===== config.mk =====
export PLATFORM = sky130hd
export DESIGN_NAME = pla_sweep_ctrl_flat
export DESIGN_NICKNAME = d
export VERILOG_FILES = /design/src/rtl/pla_sweep_ctrl_if.sv /design/src/rtl/pla_sweep_ctrl.sv /design/src/flat_wrapper.sv
export SDC_FILE = /design/constraint.sdc
export NUM_CORES = 1
export LEC_CHECK = 0
export ABC_AREA = 1
export CORE_MARGIN = 3
export CORE_UTILIZATION = 40
export CTS_CLUSTER_SIZE = 8
export DETAILED_ROUTE_END_ITERATION = 8
export PLACE_DENSITY = 0.73
export SYNTH_ARGS = -nofsm -noshare
export SYNTH_HDL_FRONTEND = slang
export SYNTH_SLANG_ARGS = --single-unit

===== constraint.sdc =====
create_clock -name clk -period 3.4 [get_ports clk]
set_input_delay 0.68 -clock clk [delete_from_list [all_inputs] [get_ports clk]]
set_output_delay 0.68 -clock clk [all_outputs]
set_load 0.02 [all_outputs]

===== src/rtl/pla_sweep_ctrl_if.sv =====
// rtl/pla_sweep_ctrl_if.sv - function-under-test drive and result stream bundle for pla_sweep_ctrl
interface pla_sweep_ctrl_if #(
  parameter int N_IN = 7
);
  logic [N_IN-1:0] fn_x;
  logic            fn_y;
  logic            out_valid;
  logic            out_ready;
  logic [N_IN-1:0] out_idx;
  logic            out_bit;

  modport master (
    output fn_x, out_valid, out_idx, out_bit,
    input  fn_y, out_ready
  );

  modport slave (
    input  fn_x, out_valid, out_idx, out_bit,
    output fn_y, out_ready
  );
endinterface


===== src/rtl/pla_sweep_ctrl.sv =====
// rtl/pla_sweep_ctrl.sv - exhaustive truth-table sweep of a single-output function with onset count
module pla_sweep_ctrl #(
  parameter int N_IN   = 7,
  parameter int SETTLE = 1
) (
  input  logic            clk,
  input  logic            rst_n,
  input  logic            start,
  input  logic            abort,
  output logic            busy,
  output logic            done,
  output logic [N_IN:0]   onset_cnt,
  pla_sweep_ctrl_if.master sw
);

  localparam logic [1:0] S_IDLE = 2'd0;
  localparam logic [1:0] S_WAIT = 2'd1;
  localparam logic [1:0] S_EMIT = 2'd2;
  localparam logic [1:0] S_DONE = 2'd3;

  localparam logic [3:0]      SETTLE_L = 4'(SETTLE);
  localparam logic [N_IN-1:0] LAST_X   = {N_IN{1'b1}};

  logic [1:0] state;
  logic [3:0] settle_cnt;
  logic       hs;

  assign hs   = sw.out_valid & sw.out_ready;
  assign busy = (state != S_IDLE);
  assign done = (state == S_DONE);

  always_ff @(posedge clk or negedge rst_n) begin
    if (!rst_n) begin
      state         <= S_IDLE;
      settle_cnt    <= '0;
      sw.fn_x       <= '0;
      sw.out_idx    <= '0;
      sw.out_bit    <= 1'b0;
      sw.out_valid  <= 1'b0;
      onset_cnt     <= '0;
    end else begin
      case (state)
        S_IDLE: begin
          if (start) begin
            sw.fn_x    <= '0;
            onset_cnt  <= '0;
            settle_cnt <= SETTLE_L;
            state      <= S_WAIT;
          end
        end
        S_WAIT: begin
          if (abort) begin
            sw.fn_x    <= '0;
            settle_cnt <= '0;
            state      <= S_IDLE;
          end else if (settle_cnt <= 4'd1) begin
            // Sampling here lands exactly SETTLE edges after fn_x last moved.
            sw.out_bit   <= sw.fn_y;
            sw.out_idx   <= sw.fn_x;
            sw.out_valid <= 1'b1;
            settle_cnt   <= '0;
            state        <= S_EMIT;
          end else begin
            settle_cnt <= settle_cnt - 4'd1;
          end
        end
        S_EMIT: begin
          if (hs) begin
            onset_cnt <= onset_cnt + {{N_IN{1'b0}}, sw.out_bit};
          end
          if (abort) begin
            sw.out_valid <= 1'b0;
            sw.fn_x      <= '0;
            state        <= S_IDLE;
          end else if (hs) begin
            sw.out_valid <= 1'b0;
            // Terminal test precedes the increment so fn_x never wraps.
            if (sw.fn_x == LAST_X) begin
              state <= S_DONE;
            end else begin
              sw.fn_x    <= sw.fn_x + 1'b1;
              settle_cnt <= SETTLE_L;
              state      <= S_WAIT;
            end
          end
        end
        S_DONE: begin
          if (abort) begin
            sw.fn_x <= '0;
          end
          state <= S_IDLE;
        end
        default: state <= S_IDLE;
      endcase
    end
  end

endmodule


===== src/flat_wrapper.sv =====
// flat-port wrapper written by rule: the top's interface ports become plain ports
module pla_sweep_ctrl_flat 
#(
  parameter int N_IN   = 7,
  parameter int SETTLE = 1
)
  (clk, rst_n, start, abort, busy, done, onset_cnt, sw_fn_x, sw_out_valid, sw_out_idx, sw_out_bit, sw_fn_y, sw_out_ready);
  pla_sweep_ctrl_if #(.N_IN(N_IN)) sw_i ();
  input  logic clk;
  input  logic rst_n;
  input  logic start;
  input  logic abort;
  output logic busy;
  output logic done;
  output logic [N_IN:0] onset_cnt;
  output wire logic [$bits(sw_i.fn_x)-1:0] sw_fn_x;
  output wire logic [$bits(sw_i.out_valid)-1:0] sw_out_valid;
  output wire logic [$bits(sw_i.out_idx)-1:0] sw_out_idx;
  output wire logic [$bits(sw_i.out_bit)-1:0] sw_out_bit;
  input wire logic [$bits(sw_i.fn_y)-1:0] sw_fn_y;
  input wire logic [$bits(sw_i.out_ready)-1:0] sw_out_ready;
  assign sw_fn_x = sw_i.fn_x;
  assign sw_out_valid = sw_i.out_valid;
  assign sw_out_idx = sw_i.out_idx;
  assign sw_out_bit = sw_i.out_bit;
  assign sw_i.fn_y = sw_fn_y;
  assign sw_i.out_ready = sw_out_ready;
  pla_sweep_ctrl #(.N_IN(N_IN), .SETTLE(SETTLE)) u_core (.clk(clk), .rst_n(rst_n), .start(start), .abort(abort), .busy(busy), .done(done), .onset_cnt(onset_cnt), .sw(sw_i));
endmodule

======== Yosys cells after proc, flatten, opt, wreduce, memory -nomap -nowiden ========
Index checks and enable logic that the tools add are counted.
Widths: inputs -> output; s select.
storage, ports and cells
  output and inout port bits .............. 26
  register bits after elaboration ......... 30
cells by class
  $lt $le $gt $ge ......................... 1
  bitwise logic cells ..................... 2
  add/subtract/negate cells ............... 3
  muxes and demuxes ....................... 28
  eq/ne operators ......................... 14
  reduce and logical (&&, ||, !) cells .... 12
operator list
  kind                 count
  $mux 7               5
  $mux 4               6
  $pmux 7 s3           1
  $mux 8               2
  $pmux 8 s2           1
  $mux 2               6
  $pmux 4 s3           1
  $reduce_and 3->1     3
  $add 8x1->8          1
  $ne 2x2->1 const B   4
  $pmux 2 s4           1
  $reduce_and 4->1     2
  $add 7x1->7 const B  1
  $eq 7x7->1 const B   1
  $ne 2x1->1 const B   3
  $ne 3x2->1 const B   2
  $reduce_bool 2->1    3
  $reduce_and 5->1     1
  $eq 2x2->1 const B   2
  $le 4x1->1 const B   1
  $mux 1               4
  $sub 4x1->4 const B  1
  $ne 3x3->1 const B   1
  $reduce_bool 3->1    1
  6 further kinds      6

======== Depth between registers and ports, before layout ========
Gate-level depths: netlist of run 1.
  word-level depth ........................ 5
  depth in mapped cells ................... 9
  mapped depth without buffers ............ 9

======== Worst setup path before layout of run 1 ========
No wires, ideal clock.
  path kind ............................... register -> register
  from .................................... register u_core.sw.fn_x[0]
  to ...................................... register u_core.sw.fn_x[3]
  path buffers ............................ 0
  data arrival time ....................... 1334 ps
  stages on the path, launching flop included .. 7
  path slack .............................. 1939 ps
  cells stage by stage .................... dfrtp_1 ha_1 nand3_1 nor3_1 nand2_1 nand2_4 o21ai_0
on the way
  cells in the longest elaborated chain, start to end .. 5
  elaborated cells between the ends (all ways) .. 8
  those cells by class .................... add/sub (1); eq/ne (2); mux (4); reduce/logical (1)
RTL lines
  item                    line                     RTL
  from (decl)             pla_sweep_ctrl_if.sv:13  output fn_x, out_valid, out_idx, out_bit,
  from (signal assigned)  pla_sweep_ctrl.sv:81     sw.fn_x <= sw.fn_x + 1'b1;
  $add 7x1->7             pla_sweep_ctrl.sv:81
  $mux 7                  pla_sweep_ctrl.sv:78     if (sw.fn_x == LAST_X) begin
  $mux 7                  pla_sweep_ctrl.sv:75     end else if (hs) begin
  $mux 7                  pla_sweep_ctrl.sv:71     if (abort) begin
  $pmux 7 s3              pla_sweep_ctrl.sv:42     case (state)
Parallel ways exist; a longest one is shown, timed or not. The select of a mux whose other input is x is not followed.
A chain may end at the register's enable or synchronous reset.

======== Final worst setup path of run 1 ========
  from .................................... register u_core.state[0]
  to ...................................... output port busy
on the way
  cells in the longest elaborated chain, start to end .. 1
RTL lines
  item                    line                  RTL
  from (decl)             pla_sweep_ctrl.sv:24  logic [1:0] state;
  from (signal assigned)  pla_sweep_ctrl.sv:34  state <= S_IDLE;
  from (signal assigned)  pla_sweep_ctrl.sv:48  state <= S_WAIT;
  from (signal assigned)  pla_sweep_ctrl.sv:55  state <= S_IDLE;
  $reduce_bool 2->1       pla_sweep_ctrl.sv:29  assign busy = (state != S_IDLE);
  to (decl)               flat_wrapper.sv:13    output logic busy;
No other way between the ends.

==> results of run 1 <==
## cell usage in the layout (no fill, tap or decap)
cell                              instances
sky130_fd_sc_hd__ha_1                     5
sky130_fd_sc_hd__inv_2                    2
sky130_fd_sc_hd__nor2_4                   2
sky130_fd_sc_hd__o21ai_0                  7
sky130_fd_sc_hd__dfrtp_1                 30
sky130_fd_sc_hd__clkbuf_8                 5
sky130_fd_sc_hd__a21oi_1                  3
sky130_fd_sc_hd__clkinv_2                 2
sky130_fd_sc_hd__nand3_4                  1
sky130_fd_sc_hd__nor3_1                   2
sky130_fd_sc_hd__or2_2                    1
sky130_fd_sc_hd__o21ai_2                  6
sky130_fd_sc_hd__buf_4                    1
sky130_fd_sc_hd__or2_0                    1
sky130_fd_sc_hd__o21bai_1                 3
sky130_fd_sc_hd__nor2_1                  13
sky130_fd_sc_hd__nand2_2                  4
sky130_fd_sc_hd__nor2_2                   2
sky130_fd_sc_hd__clkdlybuf4s50_1         31
sky130_fd_sc_hd__nand2_4                  3
sky130_fd_sc_hd__nand2_1                 73
sky130_fd_sc_hd__xor2_1                   2
sky130_fd_sc_hd__a22o_1                   1
sky130_fd_sc_hd__nand3_1                 13
sky130_fd_sc_hd__nand4_1                  7
sky130_fd_sc_hd__o21ai_1                  5
sky130_fd_sc_hd__inv_1                   24
sky130_fd_sc_hd__o31ai_2                  1
sky130_fd_sc_hd__xnor2_1                  2
## how the worst max path moves through the flow
stage | endpoint | cells after the start | start | slack (ps)
after floorplan | u_core.sw.fn_x[3] | 6 | u_core.sw.fn_x[0] | 1940
after global placement | u_core.sw.out_idx[3] | 5 | abort | 1390
after detailed placement | u_core.sw.out_idx[6] | 5 | abort | 1400
after CTS | busy | 3 | u_core.state[0] | 1130
after global routing | busy | 3 | u_core.state[0] | 1070
final | busy | 3 | u_core.state[0] | 1150
## flip-flops by register name, summed over array words and instances (netlist names)
name / cells
u_core.onset_cnt: 8
u_core.sw.fn_x: 7
u_core.sw.out_bit: 1
u_core.sw.out_valid: 1
u_core.sw.out_idx: 7
u_core.settle_cnt: 4
u_core.state: 2
## final cells by class
class	instances	area [sq um]	area share [%]
Timing Repair Buffer	32	318	14.8
Sequential cell	30	751	35.0
Multi-Input combinational cell	157	835	39.0
Clock buffer	5	68.8	3.21
Clock inverter	2	10.0	0.467
Inverter	26	97.6	4.56
Tap cell	50	62.6	2.92
## metal layers
| layer | share of wire [%] | GRT usage (%) | vias to the layer above |
|---|---|---|---|
| li1 | - | - | 763 |
| met1 | 48 | 20.8 | 647 |
| met2 | 45 | 21.3 | 34 |
| met4 | 1.3 | 5.64 | 0 |
| met5 | 0 | 0 | - |
| met3 | 5.9 | 4.21 | 4 |
## per-stage QoR
step	util [%]	hold slack, ps
floorplan	-	384
global placement	50.8	453
detailed placement	50.8	458
CTS	52.8	474
global route	52.8	505
finish	52.8	470
## worst reg2reg max path, cell delays in order, from the launching register on
cell and delay (ps):
sky130_fd_sc_hd__dfrtp_1 390, sky130_fd_sc_hd__inv_1 120, sky130_fd_sc_hd__ha_1 200, sky130_fd_sc_hd__nor2_1 70
sky130_fd_sc_hd__nor2_1 320, sky130_fd_sc_hd__nand2_2 280, sky130_fd_sc_hd__nand2_1 140, sky130_fd_sc_hd__o21ai_2 50
## report_power, final
part           switching [mW]  leakage [nW]  internal [mW]  total (mW)
registers              0.0518         0.409          0.406       0.458
logic                   0.347         0.572          0.181       0.528
clock network           0.129        0.0438          0.137       0.266
total                   0.528          1.03          0.724        1.25
## kinds of logic after synthesis
logic type,after synthesis
buffers and inverters,28
flip-flops,30
AO/OA/AOI/OAI,26
adder cells (fa/ha/maj),5
XOR/XNOR,4
AND/OR/NAND/NOR,122
==> flow_results.xml, run 1 <==
<?xml version="1.0" encoding="UTF-8"?>
<metrics>
  <group name="yosys">
    <metric name="yosys.area_share.simple" unit="%">33.2</metric>
    <metric name="complex_gate_fraction_of_the_synthesized_area" unit="%">10.1</metric>
    <metric name="ys_top_cells_by_count" unit="">sky130_fd_sc_hd__nand2_1 (73), sky130_fd_sc_hd__dfrtp_1 (30), sky130_fd_sc_hd__inv_1 (24)</metric>
    <metric name="netlist.area_leader.share" unit="%">44.0</metric>
    <metric name="netlist_area" unit="sq um">1710</metric>
    <metric name="synthesis.area_per_instance" unit="sq um">7.93</metric>
    <metric name="synth-edff-count" unit="">0</metric>
    <metric name="ys_async_sr_fraction" unit="%">100</metric>
    <metric name="synth_xor_xnor_area_share" unit="%">2.05</metric>
    <metric name="yosys_register_bits" unit="">30</metric>
    <metric name="count_of_warnings_emitted_by_yosys" unit="">0</metric>
    <metric name="synth_top_family_by_area" unit="">simple AND/OR/NAND/NOR gates</metric>
    <metric name="ys_dominant_reg_cell" unit="">sky130_fd_sc_hd__dfrtp_1</metric>
    <metric name="number_of_distinct_library_cell_variants_in_the_gate_level_netlist_after_synthesis" unit="">26</metric>
    <metric name="post_synth_main_area_contributors" unit="">sky130_fd_sc_hd__dfrtp_1 (44%), sky130_fd_sc_hd__nand2_1 (16%), sky130_fd_sc_hd__inv_1 (5.3%)</metric>
    <metric name="yosys.area_share.adder" unit="%">3.67</metric>
    <metric name="synth_most_common_cell" unit="">sky130_fd_sc_hd__nand2_1</metric>
    <metric name="syn_nets" unit="">226</metric>
    <metric name="synthesis.instances" unit="">215</metric>
    <metric name="ys_seq_area_share" unit="%">44.0</metric>
    <metric name="synth_top_area_cell" unit="">sky130_fd_sc_hd__dfrtp_1</metric>
    <metric name="synth.mux.area_fraction" unit="%">0</metric>
  </group>
  <group name="worst_setup_path">
    <metric name="timing.critical_path.fanout_max" unit="">5</metric>
    <metric name="r2r_end" unit="">u_core.sw.out_idx[3]</metric>
    <metric name="critical-path-max-stage-delay" unit="ps">530</metric>
    <metric name="path_class" unit="">register to primary output</metric>
    <metric name="critPathTopFamily" unit="">buffers and inverters</metric>
    <metric name="cell_breakdown_of_the_critical_path" unit="">nor2_2 -&gt; inv_1 -&gt; clkdlybuf4s50_1</metric>
    <metric name="setup.worst_path.end_class" unit="">primary output</metric>
    <metric name="start_kind" unit="">register</metric>
    <metric name="critPathRequiredTime" unit="ps">2720</metric>
    <metric name="worst-r2r-setup-slack" unit="ps">1720</metric>
    <metric name="critPathArrivalTime" unit="ps">1570</metric>
    <metric name="worst_r2r_path_depth" unit="">7</metric>
    <metric name="timing.rr.start" unit="">u_core.settle_cnt[0]</metric>
    <metric name="critical_path.n_buffers_inverters" unit="">2</metric>
    <metric name="crit_path_top_delay_cell" unit="">sky130_fd_sc_hd__clkdlybuf4s50_1</metric>
  </group>
  <group name="clocking">
    <metric name="cts-htree-levels" unit="">2</metric>
    <metric name="cts_hold_repair.buffers" unit="">0</metric>
    <metric name="post_cts_resized" unit="">0</metric>
    <metric name="clock_tree_from_tritoncts" unit="">done</metric>
    <metric name="cts-root-buf" unit="">sky130_fd_sc_hd__clkbuf_8</metric>
    <metric name="clk-insertion-delay-late" unit="ps">280</metric>
    <metric name="clock_sinks" unit="">30</metric>
    <metric name="cts.repair_timing.setup_buffer_count" unit="">0</metric>
    <metric name="clk_pin_slew_worst_paths" unit="ps">60</metric>
    <metric name="cts.path.max_buffers" unit="">2</metric>
    <metric name="numCtsBuffers" unit="">5</metric>
  </group>
  <group name="floorplan">
    <metric name="std_cell_rows" unit="">23</metric>
    <metric name="boundaryPins" unit="">32</metric>
    <metric name="die_h" unit="microns">71.3</metric>
    <metric name="fp.dieW" unit="microns">71.3</metric>
    <metric name="core_area" unit="sq um">4060</metric>
    <metric name="starting_utilization_of_the_core_area" unit="%">42.0</metric>
    <metric name="die_area" unit="sq um">5080</metric>
  </group>
  <group name="run_status">
    <metric name="status" unit="">completed</metric>
  </group>
  <group name="timing">
    <metric name="finalSetupTns" unit="ps">0</metric>
    <metric name="setup_viol" unit="">0</metric>
    <metric name="worstMarginPinSlew" unit="ps">371</metric>
    <metric name="grt_setup_unrepaired" unit="">false</metric>
    <metric name="fin_skew" unit="ps">6.29</metric>
    <metric name="finalHoldViolCount" unit="">0</metric>
    <metric name="final_period_minus_worst_setup_slack" unit="ps">2250</metric>
    <metric name="final.period_utilization" unit="%">66.2</metric>
    <metric name="timing.slew.headroom" unit="%">75.2</metric>
    <metric name="timing.fmax" unit="MHz">444</metric>
    <metric name="timing.final.max_slew_violations" unit="">0</metric>
    <metric name="post-route-worst-setup-slack" unit="ps">1150</metric>
  </group>
  <group name="placed_design">
    <metric name="placedCellCount" unit="">295</metric>
    <metric name="dpl_worst_slack" unit="ps">1400</metric>
    <metric name="buffer_ports.inserted" unit="">31</metric>
    <metric name="gpl.final_weighted_congestion" unit="">0.760</metric>
    <metric name="detailed_place.area" unit="sq um">2060</metric>
    <metric name="dp_hpwl" unit="microns">2620</metric>
  </group>
  <group name="grt">
    <metric name="gr-total-overflow" unit="">0</metric>
    <metric name="grt_start_max_net_pins" unit="">31</metric>
    <metric name="grt_first_pass_wirelength" unit="microns">5870</metric>
    <metric name="first_global_vias" unit="">1292</metric>
    <metric name="total_routing_usage_reported_by_global_routing" unit="%">14.7</metric>
    <metric name="grt_antenna_before_repair" unit="">0</metric>
  </group>
  <group name="drt">
    <metric name="route.vias.total" unit="">1448</metric>
    <metric name="detail-route-antenna-nets" unit="">0</metric>
    <metric name="postRouteWirelength" unit="microns">3380</metric>
    <metric name="drt-pass1-iter-count" unit="">4</metric>
    <metric name="drc_markers" unit="">0</metric>
    <metric name="drt_first_iter_violations" unit="">76</metric>
    <metric name="post_drt_via_cell_ratio" unit="">4.79</metric>
    <metric name="routedWlPerCell" unit="microns">11.2</metric>
  </group>
  <group name="power_and_ir_drop">
    <metric name="power.ir.vdd_worst" unit="mV">0.333</metric>
    <metric name="total_leakage_power" unit="nW">1.03</metric>
    <metric name="design_power_total" unit="mW">1.25</metric>
    <metric name="powerDensity" unit="nW/um^2">585</metric>
  </group>
  <group name="layout">
    <metric name="final_area" unit="sq um">2140</metric>
    <metric name="fin_cells" unit="">302</metric>
    <metric name="layout-drive-gt1-share" unit="%">11.9</metric>
    <metric name="layout-area-overhead-vs-synth" unit="%">25.6</metric>
    <metric name="layout.filler_cells" unit="">398</metric>
    <metric name="antenna_cells_inserted" unit="">0</metric>
    <metric name="finish.net_count" unit="">263</metric>
  </group>
  <group name="run">
    <metric name="cap_violations" unit="">0</metric>
  </group>
  <group name="worst_hold_path">
    <metric name="worstHoldEndpoint" unit="">u_core.sw.out_idx[1]</metric>
    <metric name="hold_start" unit="">u_core.sw.out_idx[1]</metric>
    <metric name="hold_depth" unit="">2</metric>
    <metric name="hp-class" unit="">register to register</metric>
  </group>
</metrics>
Note: power is estimated with default switching activity, not from simulation.
==> run 2: changes to the inputs <==
==> constraint.sdc (replaced) <==
create_clock -name clk -period 2.35 [get_ports clk]
set_input_delay 0.47 -clock clk [delete_from_list [all_inputs] [get_ports clk]]
set_output_delay 0.47 -clock clk [all_outputs]
set_load 0.02 [all_outputs]
==> flow_results.xml, run 2 (synthesis gave the netlist of run 1 again) <==
<?xml version="1.0" encoding="UTF-8"?>
<metrics>
  <group name="clocking">
    <metric name="clk_pin_slew_worst_paths" unit="ps">60</metric>
    <metric name="clk-insertion-delay-late" unit="ps">280</metric>
    <metric name="cts_hold_repair.buffers" unit="">0</metric>
    <metric name="clock_tree_from_tritoncts" unit="">done</metric>
    <metric name="cts.path.max_buffers" unit="">2</metric>
    <metric name="cts-htree-levels" unit="">2</metric>
    <metric name="clock_sinks" unit="">30</metric>
    <metric name="numCtsBuffers" unit="">5</metric>
    <metric name="cts-root-buf" unit="">sky130_fd_sc_hd__clkbuf_8</metric>
    <metric name="cts.repair_timing.setup_buffer_count" unit="">0</metric>
    <metric name="post_cts_resized" unit="">0</metric>
  </group>
  <group name="timing">
    <metric name="timing.slew.headroom" unit="%">75.3</metric>
    <metric name="worstMarginPinSlew" unit="ps">371</metric>
    <metric name="setup_viol" unit="">0</metric>
    <metric name="final_period_minus_worst_setup_slack" unit="ps">2050</metric>
    <metric name="timing.final.max_slew_violations" unit="">0</metric>
    <metric name="grt_setup_unrepaired" unit="">false</metric>
    <metric name="fin_skew" unit="ps">4.20</metric>
    <metric name="final.period_utilization" unit="%">87.0</metric>
    <metric name="post-route-worst-setup-slack" unit="ps">305</metric>
    <metric name="fin_worst_hold_slack" unit="ps">470</metric>
    <metric name="timing.fmax" unit="MHz">489</metric>
    <metric name="finalSetupTns" unit="ps">0</metric>
    <metric name="finalHoldViolCount" unit="">0</metric>
  </group>
  <group name="drt">
    <metric name="post_drt_via_cell_ratio" unit="">4.78</metric>
    <metric name="drc_markers" unit="">0</metric>
    <metric name="drt_first_iter_violations" unit="">50</metric>
    <metric name="routedWlPerCell" unit="microns">11.2</metric>
    <metric name="drt-pass1-iter-count" unit="">4</metric>
    <metric name="detail-route-antenna-nets" unit="">0</metric>
    <metric name="postRouteWirelength" unit="microns">3390</metric>
    <metric name="route.vias.total" unit="">1449</metric>
  </group>
  <group name="power_and_ir_drop">
    <metric name="total_leakage_power" unit="nW">1.03</metric>
    <metric name="power.switching" unit="mW">0.777</metric>
    <metric name="design_power_total" unit="mW">1.85</metric>
    <metric name="powerDensity" unit="nW/um^2">859</metric>
    <metric name="sw_frac_of_total" unit="%">42.1</metric>
    <metric name="power.ir.vdd_worst" unit="mV">0.507</metric>
    <metric name="p_seq_share" unit="%">35.9</metric>
    <metric name="clockPowerShare" unit="%">20.9</metric>
    <metric name="power_report.internal_total" unit="mW">1.07</metric>
    <metric name="pwr-share-comb" unit="%">43.2</metric>
  </group>
  <group name="worst_hold_path">
    <metric name="worstHoldEndpoint" unit="">u_core.sw.out_idx[1]</metric>
    <metric name="hold_start" unit="">u_core.sw.out_idx[1]</metric>
    <metric name="hold_depth" unit="">2</metric>
    <metric name="hp-class" unit="">register to register</metric>
  </group>
  <group name="worst_setup_path">
    <metric name="worst_r2r_path_depth" unit="">8</metric>
    <metric name="start_kind" unit="">register</metric>
    <metric name="timing.rr.start" unit="">u_core.settle_cnt[0]</metric>
    <metric name="crit_path_top_delay_cell" unit="">sky130_fd_sc_hd__clkdlybuf4s50_1</metric>
    <metric name="critical_path.n_buffers_inverters" unit="">2</metric>
    <metric name="critPathRequiredTime" unit="ps">1880</metric>
    <metric name="setup.worst_path.end_class" unit="">primary output</metric>
    <metric name="r2r_end" unit="">u_core.sw.out_idx[6]</metric>
    <metric name="critical-path-max-stage-delay" unit="ps">540</metric>
    <metric name="critPathTopFamily" unit="">buffers and inverters</metric>
    <metric name="path_class" unit="">register to primary output</metric>
    <metric name="timing.critical_path.fanout_max" unit="">5</metric>
    <metric name="cell_breakdown_of_the_critical_path" unit="">nor2_2 -&gt; inv_1 -&gt; clkdlybuf4s50_1</metric>
    <metric name="worst-r2r-setup-slack" unit="ps">800</metric>
    <metric name="critPathArrivalTime" unit="ps">1580</metric>
  </group>
  <group name="grt">
    <metric name="grt_start_max_net_pins" unit="">31</metric>
    <metric name="grt_antenna_before_repair" unit="">0</metric>
    <metric name="gr-total-overflow" unit="">0</metric>
    <metric name="total_routing_usage_reported_by_global_routing" unit="%">15.5</metric>
    <metric name="first_global_vias" unit="">1394</metric>
    <metric name="grt_first_pass_wirelength" unit="microns">6260</metric>
  </group>
  <group name="placed_design">
    <metric name="detailed_place.area" unit="sq um">2070</metric>
    <metric name="dpl_worst_slack" unit="ps">561</metric>
    <metric name="buffer_ports.inserted" unit="">31</metric>
    <metric name="placedCellCount" unit="">296</metric>
    <metric name="dp_hpwl" unit="microns">2600</metric>
    <metric name="gpl.final_weighted_congestion" unit="">0.792</metric>
  </group>
  <group name="layout">
    <metric name="largest_register_ff_count" unit="">8</metric>
    <metric name="mostFrequentLayoutCell" unit="">sky130_fd_sc_hd__nand2_1</metric>
    <metric name="finish.net_count" unit="">264</metric>
    <metric name="layout-area-overhead-vs-synth" unit="%">26.0</metric>
    <metric name="antenna_cells_inserted" unit="">0</metric>
    <metric name="seq_area" unit="sq um">751</metric>
    <metric name="layout.filler_cells" unit="">389</metric>
    <metric name="fin_cells" unit="">303</metric>
    <metric name="final_area" unit="sq um">2150</metric>
    <metric name="regMostFlops" unit="">u_core.onset_cnt</metric>
    <metric name="reg_top3" unit="">u_core.onset_cnt (8), u_core.sw.fn_x (7), u_core.sw.out_idx (7)</metric>
    <metric name="final_core_util" unit="%">53.0</metric>
    <metric name="multi_input_comb_area" unit="sq um">835</metric>
    <metric name="layout-drive-gt1-share" unit="%">12.3</metric>
    <metric name="final_cell_mix" unit="">sky130_fd_sc_hd__nand2_1 (73), sky130_fd_sc_hd__clkdlybuf4s50_1 (31), sky130_fd_sc_hd__dfrtp_1 (30)</metric>
  </group>
  <group name="floorplan">
    <metric name="core_area" unit="sq um">4060</metric>
    <metric name="boundaryPins" unit="">32</metric>
    <metric name="die_area" unit="sq um">5080</metric>
    <metric name="fp.dieW" unit="microns">71.3</metric>
    <metric name="std_cell_rows" unit="">23</metric>
    <metric name="die_h" unit="microns">71.3</metric>
    <metric name="starting_utilization_of_the_core_area" unit="%">42.0</metric>
  </group>
  <group name="run_status">
    <metric name="status" unit="">completed</metric>
  </group>
  <group name="run">
    <metric name="cap_violations" unit="">0</metric>
  </group>
</metrics>
## run 2: worst register-to-register path: stages, from the launching register on
cell and delay, ps:
sky130_fd_sc_hd__dfrtp_1 370, sky130_fd_sc_hd__inv_1 90, sky130_fd_sc_hd__ha_1 230, sky130_fd_sc_hd__nor2_1 150, sky130_fd_sc_hd__nor2_1 70, sky130_fd_sc_hd__buf_4 150, sky130_fd_sc_hd__nand2_2 240, sky130_fd_sc_hd__nand2_1 110
sky130_fd_sc_hd__o21ai_2 70
## run 2: worst max path at each step
stage                      startpoint                    to  slack (ps)  cells past startpoint
detailed placement       sw_out_ready     u_core.sw.fn_x[4]         560                      8
floorplan           u_core.sw.fn_x[0]     u_core.sw.fn_x[3]         890                      6
global route          u_core.state[0]                  busy         220                      3
global placement                abort  u_core.sw.out_idx[6]         560                      5
CTS                   u_core.state[0]                  busy         290                      3
finish                u_core.state[0]                  busy         300                      3
## run 2: power by group through the flow
stage / clock network [mW] / registers (mW) / logic (mW)
CTS: 0.397 / 0.663 / 0.808
finish: 0.386 / 0.663 / 0.798
detailed placement: 0 / 0.673 / 0.804
global route: 0.420 / 0.676 / 0.913
global placement: 0 / 0.669 / 0.794
floorplan: 0 / 0.693 / 0.571
## run 2: metal layers
| layer | share of wire, % | track usage (%) | up-vias |
|---|---|---|---|
| met5 | 0 | 0 | - |
| met4 | 1.7 | 5.64 | 0 |
| met3 | 4.0 | 3.93 | 6 |
| met2 | 45 | 23.3 | 27 |
| met1 | 50 | 21.7 | 651 |
| li1 | - | - | 765 |
## run 2: cell type report
| class | instances | area share [%] |
|---|---|---|
| clock inverter | 2 | 0.466 |
| sequential | 30 | 34.9 |
| tap | 50 | 2.91 |
| inverter | 26 | 4.54 |
| clock buffer | 5 | 3.20 |
| timing repair buffer | 33 | 15.1 |
| multi-input combinational | 157 | 38.8 |
